===== config.mk =====
export PLATFORM = sky130hd
export DESIGN_NAME = btn_num_ctrl
export DESIGN_NICKNAME = d
export VERILOG_FILES = /design/src/rtl/btn_num_ctrl.sv
export SDC_FILE = /design/constraint.sdc
export NUM_CORES = 1
export LEC_CHECK = 0
export ABC_AREA = 0
export BUFFER_PORTS_ARGS = -buffer_cell sky130_fd_sc_hd__buf_2
export CAP_MARGIN = 20
export CORE_UTILIZATION = 55
export DETAILED_ROUTE_END_ITERATION = 7
export PLACE_DENSITY = 0.79
export SLEW_MARGIN = 20
export SYNTH_ARGS = -nofsm -noshare
export SYNTH_HDL_FRONTEND = slang
export SYNTH_SLANG_ARGS = --single-unit

===== constraint.sdc =====
create_clock -name clk -period 6.3 [get_ports clk]
set_input_delay 0.63 -clock clk [delete_from_list [all_inputs] [get_ports clk]]
set_output_delay 0.63 -clock clk [all_outputs]
set_load 0.02 [all_outputs]

===== src/rtl/btn_num_ctrl.sv =====
// btn_num_ctrl
//   Front end for the 4-nibble hex number editor. Each raw push-button goes
//   through a 2-FF synchronizer and its own debounce FSM. Each accepted press
//   produces a one-cycle pulse that steps the matching nibble of num up or down.
// Ports
//   clk        : system clock, all state changes on its rising edge
//   rst        : synchronous active-high reset
//   btn[3:0]   : raw asynchronous buttons, active-high; btn[i] steps num[4i+3:4i]
//   dir        : raw switch, 0 = increment, 1 = decrement (synchronized only)
//   clr        : clean synchronous clear, takes priority over step pulses
//   num[15:0]  : held number, four independent modulo-16 nibbles
//   step_valid : one-cycle flag, at least one nibble stepped on the previous edge
//   step_idx   : mask of the nibbles stepped, zero when step_valid is low
module btn_num_ctrl #(
  parameter int unsigned DEBOUNCE_CYCLES = 500000,
  parameter int unsigned CNT_W           = 20
) (
  input  logic        clk,
  input  logic        rst,
  input  logic [3:0]  btn,
  input  logic        dir,
  input  logic        clr,
  output logic [15:0] num,
  output logic        step_valid,
  output logic [3:0]  step_idx
);

  typedef enum logic [1:0] {
    RELEASED,
    PRESS_CHK,
    PRESSED,
    RELEASE_CHK
  } db_state_e;

  localparam logic [CNT_W-1:0] CNT_MAX = CNT_W'(DEBOUNCE_CYCLES);
  localparam logic [CNT_W-1:0] CNT_ONE = CNT_W'(1);

  // Synchronizers
  logic [3:0] btn_meta_q, btn_meta_d;
  logic [3:0] btn_s_q,    btn_s_d;
  logic       dir_meta_q, dir_meta_d;
  logic       dir_s_q,    dir_s_d;

  // Debounce FSMs, one per button
  db_state_e        state_q [4];
  db_state_e        state_d [4];
  logic [CNT_W-1:0] cnt_q   [4];
  logic [CNT_W-1:0] cnt_d   [4];
  logic [3:0]       press;

  // Number datapath
  logic [15:0] num_q, num_d;
  logic        step_valid_q, step_valid_d;
  logic [3:0]  step_idx_q, step_idx_d;

  always_comb begin
    btn_meta_d = btn;
    btn_s_d    = btn_meta_q;
    dir_meta_d = dir;
    dir_s_d    = dir_meta_q;
  end

  // State register
  always_ff @(posedge clk) begin
    if (rst) begin
      btn_meta_q   <= '0;
      btn_s_q      <= '0;
      dir_meta_q   <= 1'b0;
      dir_s_q      <= 1'b0;
      num_q        <= '0;
      step_valid_q <= 1'b0;
      step_idx_q   <= '0;
      for (int unsigned i = 0; i < 4; i++) begin
        state_q[i] <= RELEASED;
        cnt_q[i]   <= '0;
      end
    end else begin
      btn_meta_q   <= btn_meta_d;
      btn_s_q      <= btn_s_d;
      dir_meta_q   <= dir_meta_d;
      dir_s_q      <= dir_s_d;
      num_q        <= num_d;
      step_valid_q <= step_valid_d;
      step_idx_q   <= step_idx_d;
      for (int unsigned i = 0; i < 4; i++) begin
        state_q[i] <= state_d[i];
        cnt_q[i]   <= cnt_d[i];
      end
    end
  end

  // Next-state logic
  always_comb begin
    for (int unsigned i = 0; i < 4; i++) begin
      state_d[i] = state_q[i];
      cnt_d[i]   = cnt_q[i];
      unique case (state_q[i])
        RELEASED: begin
          if (btn_s_q[i]) begin
            state_d[i] = PRESS_CHK;
            cnt_d[i]   = CNT_ONE;
          end
        end
        PRESS_CHK: begin
          if (!btn_s_q[i]) begin
            state_d[i] = RELEASED;
            cnt_d[i]   = '0;
          end else if (cnt_q[i] == CNT_MAX) begin
            state_d[i] = PRESSED;
            cnt_d[i]   = '0;
          end else begin
            cnt_d[i]   = cnt_q[i] + CNT_ONE;
          end
        end
        PRESSED: begin
          if (!btn_s_q[i]) begin
            state_d[i] = RELEASE_CHK;
            cnt_d[i]   = CNT_ONE;
          end
        end
        RELEASE_CHK: begin
          if (btn_s_q[i]) begin
            state_d[i] = PRESSED;
            cnt_d[i]   = '0;
          end else if (cnt_q[i] == CNT_MAX) begin
            state_d[i] = RELEASED;
            cnt_d[i]   = '0;
          end else begin
            cnt_d[i]   = cnt_q[i] + CNT_ONE;
          end
        end
        default: begin
          state_d[i] = RELEASED;
          cnt_d[i]   = '0;
        end
      endcase
    end
  end

  // Output logic: the press pulse is the cycle in which PRESS_CHK accepts
  always_comb begin
    press = '0;
    for (int unsigned i = 0; i < 4; i++) begin
      press[i] = (state_q[i] == PRESS_CHK) && btn_s_q[i] && (cnt_q[i] == CNT_MAX);
    end
  end

  // Nibble update; clr discards any pulse landing on the same edge
  always_comb begin
    num_d      = num_q;
    step_idx_d = '0;
    if (!clr) begin
      for (int unsigned i = 0; i < 4; i++) begin
        if (press[i]) begin
          num_d[4*i +: 4] = dir_s_q ? (num_q[4*i +: 4] - 4'd1) : (num_q[4*i +: 4] + 4'd1);
          step_idx_d[i]   = 1'b1;
        end
      end
    end else begin
      num_d = '0;
    end
    step_valid_d = |step_idx_d;
  end

  assign num        = num_q;
  assign step_valid = step_valid_q;
  assign step_idx   = step_idx_q;

endmodule


After elaboration in Yosys (flattened, before gate mapping)
Memory sizes are Yosys's and may differ from the RTL's. Cells that the tools add are included.

Bits in registers: 31. Bits in latches: 0. Memory bits (writable): 88. ROM bits: 0. Input bits: 8. Output and inout bits: 21. Memories: 2.

Add/sub/neg operators: 12. Multiply operators: 0. Div/mod/pow operators: 0. Order comparisons: 0. Eq/ne operators: 16. Shift operators: 0. Multiplexer cells: 72. Bitwise gates (word level): 8. Reduce and logical (&&, ||, !) cells: 14.

Memories: cnt_q (depth 4, bits a word 20, rd ports 4, clocked after memory_dff 0, wr ports 4, line 47) `logic [CNT_W-1:0] cnt_q [4];`; state_q (depth 4, bits a word 2, rd ports 4, clocked after memory_dff 0, wr ports 4, line 45) `db_state_e state_q [4];`.

Operator list (count): $mux W20 (24); $pmux W20 S4 (4); $add A20 B1 Y20 const B (4); $eq A20 B19 Y1 const B (4); $mux W2 (28); $pmux W2 S4 (4); $mux W4 (5); $add A4 B1 Y4 const B (4); $eq A2 B2 Y1 const B (8); $sub A4 B1 Y4 const B (4); $eq A2 B1 Y1 const B (4); $logic_and A1 B1 Y1 (8); $logic_not A2 Y1 (4); $or A1 B1 Y1 (8); $mux W1 (7); $reduce_or A4 Y1 (1); $reduce_or A2 Y1 (1).

Logic depth before layout (Yosys ltp)
Depth after elaboration: 6. Depth in mapped cells: 9. Mapped depth without buffers: 7.

Least setup slack after synthesis
Ideal clock, no wire load.

Path kind: register -> register. Start: mem cnt_q[3][0]. End: mem cnt_q[3][17]. Arrival: 1984 ps. Data required time: 6180 ps. Setup slack: 4196 ps. Stages on the path, launching flop included: 10. Clock period less this slack: 2104 ps. Path through: dfxtp_1 > inv_1 > ha_1 > or3b_2 > nor4_4 > a21oi_2 > buf_6 > buf_6 > a32oi_1 > nand2_1.

RTL lines (line): start: declaration (47).

==> results.json <==
{
  "leakagePower_nw": 2.484,
  "synth_top_area_share_pct": 38.13,
  "hold_viol": 0,
  "n_antenna_cell": 0,
  "synth_compound_area_share_pct": 15.32,
  "die_x_um": 108.6,
  "antenna_left": 0,
  "antenna_found_initial": 0,
  "drc": 0,
  "slowest_delay_ns": 0.81,
  "outcome": "finished, final reports clean",
  "synth_warnings": 0,
  "yosysSeqAreaShare_pct": 38.13,
  "drv_cap": 0,
  "initial_core_util_pct": 57.13,
  "fin_area_mm2": 0.007042,
  "syn-cell-area_mm2": 0.006247,
  "gp_congestion": 0.8382,
  "grt_max_degree": 43,
  "crit_arrival_ns": 2.97,
  "use_met2_pct": 40.60,
  "rows": 38,
  "use_met1_pct": 30.24,
  "cts.sinks": 119,
  "n_fill_cell": 880,
  "r2r_setup_slack_ns": 3.60,
  "cts_tree": "yes",
  "cp.required_ns": 6.57,
  "drv_slew": 0,
  "post-route-util_pct": 64.39,
  "synthTopCellsByArea": "dfxtp_1, xnor2_1, ha_1",
  "fp.coreArea_mm2": 0.01094,
  "timing.slew.headroom_pct": 29.19,
  "clockBufferDepth": 2,
  "timing.rr.start": "cnt_q[1][0]",
  "die_area_mm2": 0.01179,
  "grt_pass1_vias": 5115,
  "synth_edf_count": 0,
  "ys_types": 71,
  "synthFlopType": "dfxtp_1",
  "synth_top_family_by_area": "simple AND/OR/NAND/NOR gates",
  "synth-adder-area-share_pct": 5.688,
  "timing.rr.end": "cnt_q[1][8]",
  "fin_tns_setup_ns": 0,
  "worstSkewPairLatency_ns": 0.42,
  "numCtsBuffers": 17,
  "crit_end": "cnt_q[1][8]",
  "ir_worst_vdd_mv": 0.2145,
  "path_class": "register to register",
  "num_vias": 5594,
  "synth_top_cell_by_area": "dfxtp_1",
  "drive_gt1_share_pct": 10.26,
  "post_cts_buffers": 0,
  "vias_per_cell": 6.080,
  "syn_avg_cell_area_um2": 8.319,
  "gr-total-overflow": 0,
  "final-setup-viol-count": 0,
  "synthXorXnorAreaFrac_pct": 5.888,
  "clock_skew_ns": 0.008061,
  "async_flop_share_pct": 0,
  "synth_mux_area_share_pct": 0.9613,
  "syn_inst": 751,
  "tightest_slew_ns": 1.054,
  "end_kind": "register",
  "clk_pin_slew_ns": 0.06,
  "ys_seq_elements": 119,
  "crit_slowest_cell": "o21ai_1",
  "nets": 801,
  "r2r_cells": 7,
  "h-tree-depth": 4,
  "routedWlPerCell_um": 15.18,
  "area_delta_synth_final_pct": 12.72,
  "grt_pass1_wl_um": 22940,
  "busiest_layer": "met2",
  "met3_usage_pct": 6.631,
  "place_area_mm2": 0.006419,
  "yosysMostFrequentCell": "dfxtp_1",
  "grt_use_total_pct": 24.61,
  "critical_path_peak_fanout": 13,
  "ios": 29,
  "crit_path_cell_trace": "inv_1 -> ha_1 -> nor4bb_1 -> nand3_1 -> o31a_1 -> o21ai_1 -> nor2_1",
  "syn_nets": 785,
  "period_minus_slack_ns": 2.704,
  "startpoint_type": "register",
  "period_share_pct": 42.91,
  "yosys-top-cells-count": "dfxtp_1, nand2_1, nor2_1, nand3_1, a21oi_1",
  "p_per_area_mw_per_mm2": 268.3,
  "initialDrtViolationCount": 388,
  "hp-class": "input port to register",
  "dp_hpwl_um": 9504,
  "firstDrtPassIters": 5,
  "cts_resized": 0,
  "drt_wl_total_um": 13970,
  "max_freq_mhz": 369.9,
  "grt_setup_unrepaired": "no",
  "synthSimpleGateAreaFrac_pct": 29.24,
  "postCtsHoldBufs": 0,
  "port_buffers": 28,
  "cp-startpoint": "cnt_q[1][0]",
  "cts_root_buf": "clkbuf_16",
  "die_h_um": 108.6
}
## per-layer routing
metal	vias to the layer above	part of all wire (%)
li1	2763	-
met1	2634	45
met2	168	47
met3	29	5.8
met4	0	1.9
met5	-	0
## cells in the final DEF (no fill, tap or decap), drive strengths merged, types with 7 or more instances in the layout
master	count
dfxtp	119
nand2	73
nor2	65
nand3	51
a21oi	45
inv	34
xnor2	33
buf	31
a31oi	29
nand4	26
nor3	23
o21ai	23
ha	22
clkbuf	20
nor4	18
and3	17
nor2b	12
or4	10
xor2	9
a211oi	8
or3	7
## metrics by stage
step | setup slack [ns] | power (mW) | hold slack (ns) | std cells
3_3_place_gp | 3.686 | 0.8772 | 0.4183 | 888
5_1_grt | 3.367 | 1.942 | 0.4266 | 920
6_report | 3.596 | 1.889 | 0.4198 | 920
2_1_floorplan | 4.196 | 0.8601 | 0.4138 | 751
4_1_cts | 3.619 | 1.896 | 0.4096 | 920
3_5_place_dp | 3.619 | 0.8835 | 0.4204 | 888
## flip-flops by register name (all words and copies together), names as in the netlist, named ones only
signal / cells
step_idx: 4
btn_s_q: 4
btn_meta_q: 4
dir_s_q: 1
step_valid: 1
dir_meta_q: 1
cnt_q: 80
state_q: 4
num: 16
## worst min-delay path by stage
stage	startpoint	to	slack, ns	depth (start not counted)
2_1_floorplan	btn_meta_q[0]	btn_s_q[0]	0.41	1
3_3_place_gp	btn_meta_q[1]	btn_s_q[1]	0.42	1
3_5_place_dp	btn_meta_q[1]	btn_s_q[1]	0.42	1
4_1_cts	btn[1]	btn_meta_q[1]	0.41	2
5_1_grt	btn[0]	btn_meta_q[0]	0.43	2
6_report	btn[1]	btn_meta_q[1]	0.42	2
## power breakdown
| group | total [mW] | switching [mW] | internal (mW) | leakage [nW] |
|---|---|---|---|---|
| clock | 1.02 | 0.350 | 0.670 | 0.288 |
| combinational | 0.0953 | 0.0676 | 0.0278 | 1.23 |
| sequential | 0.774 | 0.0107 | 0.763 | 0.962 |
## cell families after synthesis
family / after synthesis
mux: 6
xor+xnor: 42
simple gates: 342
buf+inv: 69
fa+ha+maj: 26
flops: 119
compound gates: 147
## worst max-delay path: cells and delay by family (launching register included)
| family | cells | cell delay (ns) |
|---|---|---|
| flops | 1 | 0.34 |
| simple gates | 3 | 0.70 |
| fa+ha+maj | 1 | 0.15 |
| buf+inv | 1 | 0.09 |
| compound gates | 2 | 1.27 |
## layout make-up
| type | instances | area, um2 | share of cell area [%] |
|---|---|---|---|
| Clock buffer | 20 | 446.7 | 6.343 |
| Tap cell | 140 | 175.2 | 2.488 |
| Timing Repair Buffer | 31 | 162.7 | 2.310 |
| Inverter | 35 | 131.4 | 1.866 |
| Multi-Input combinational cell | 563 | 3567 | 50.66 |
| Clock inverter | 12 | 176.4 | 2.505 |
| Sequential cell | 119 | 2382 | 33.83 |
Note: power is estimated with default switching activity, not from simulation.
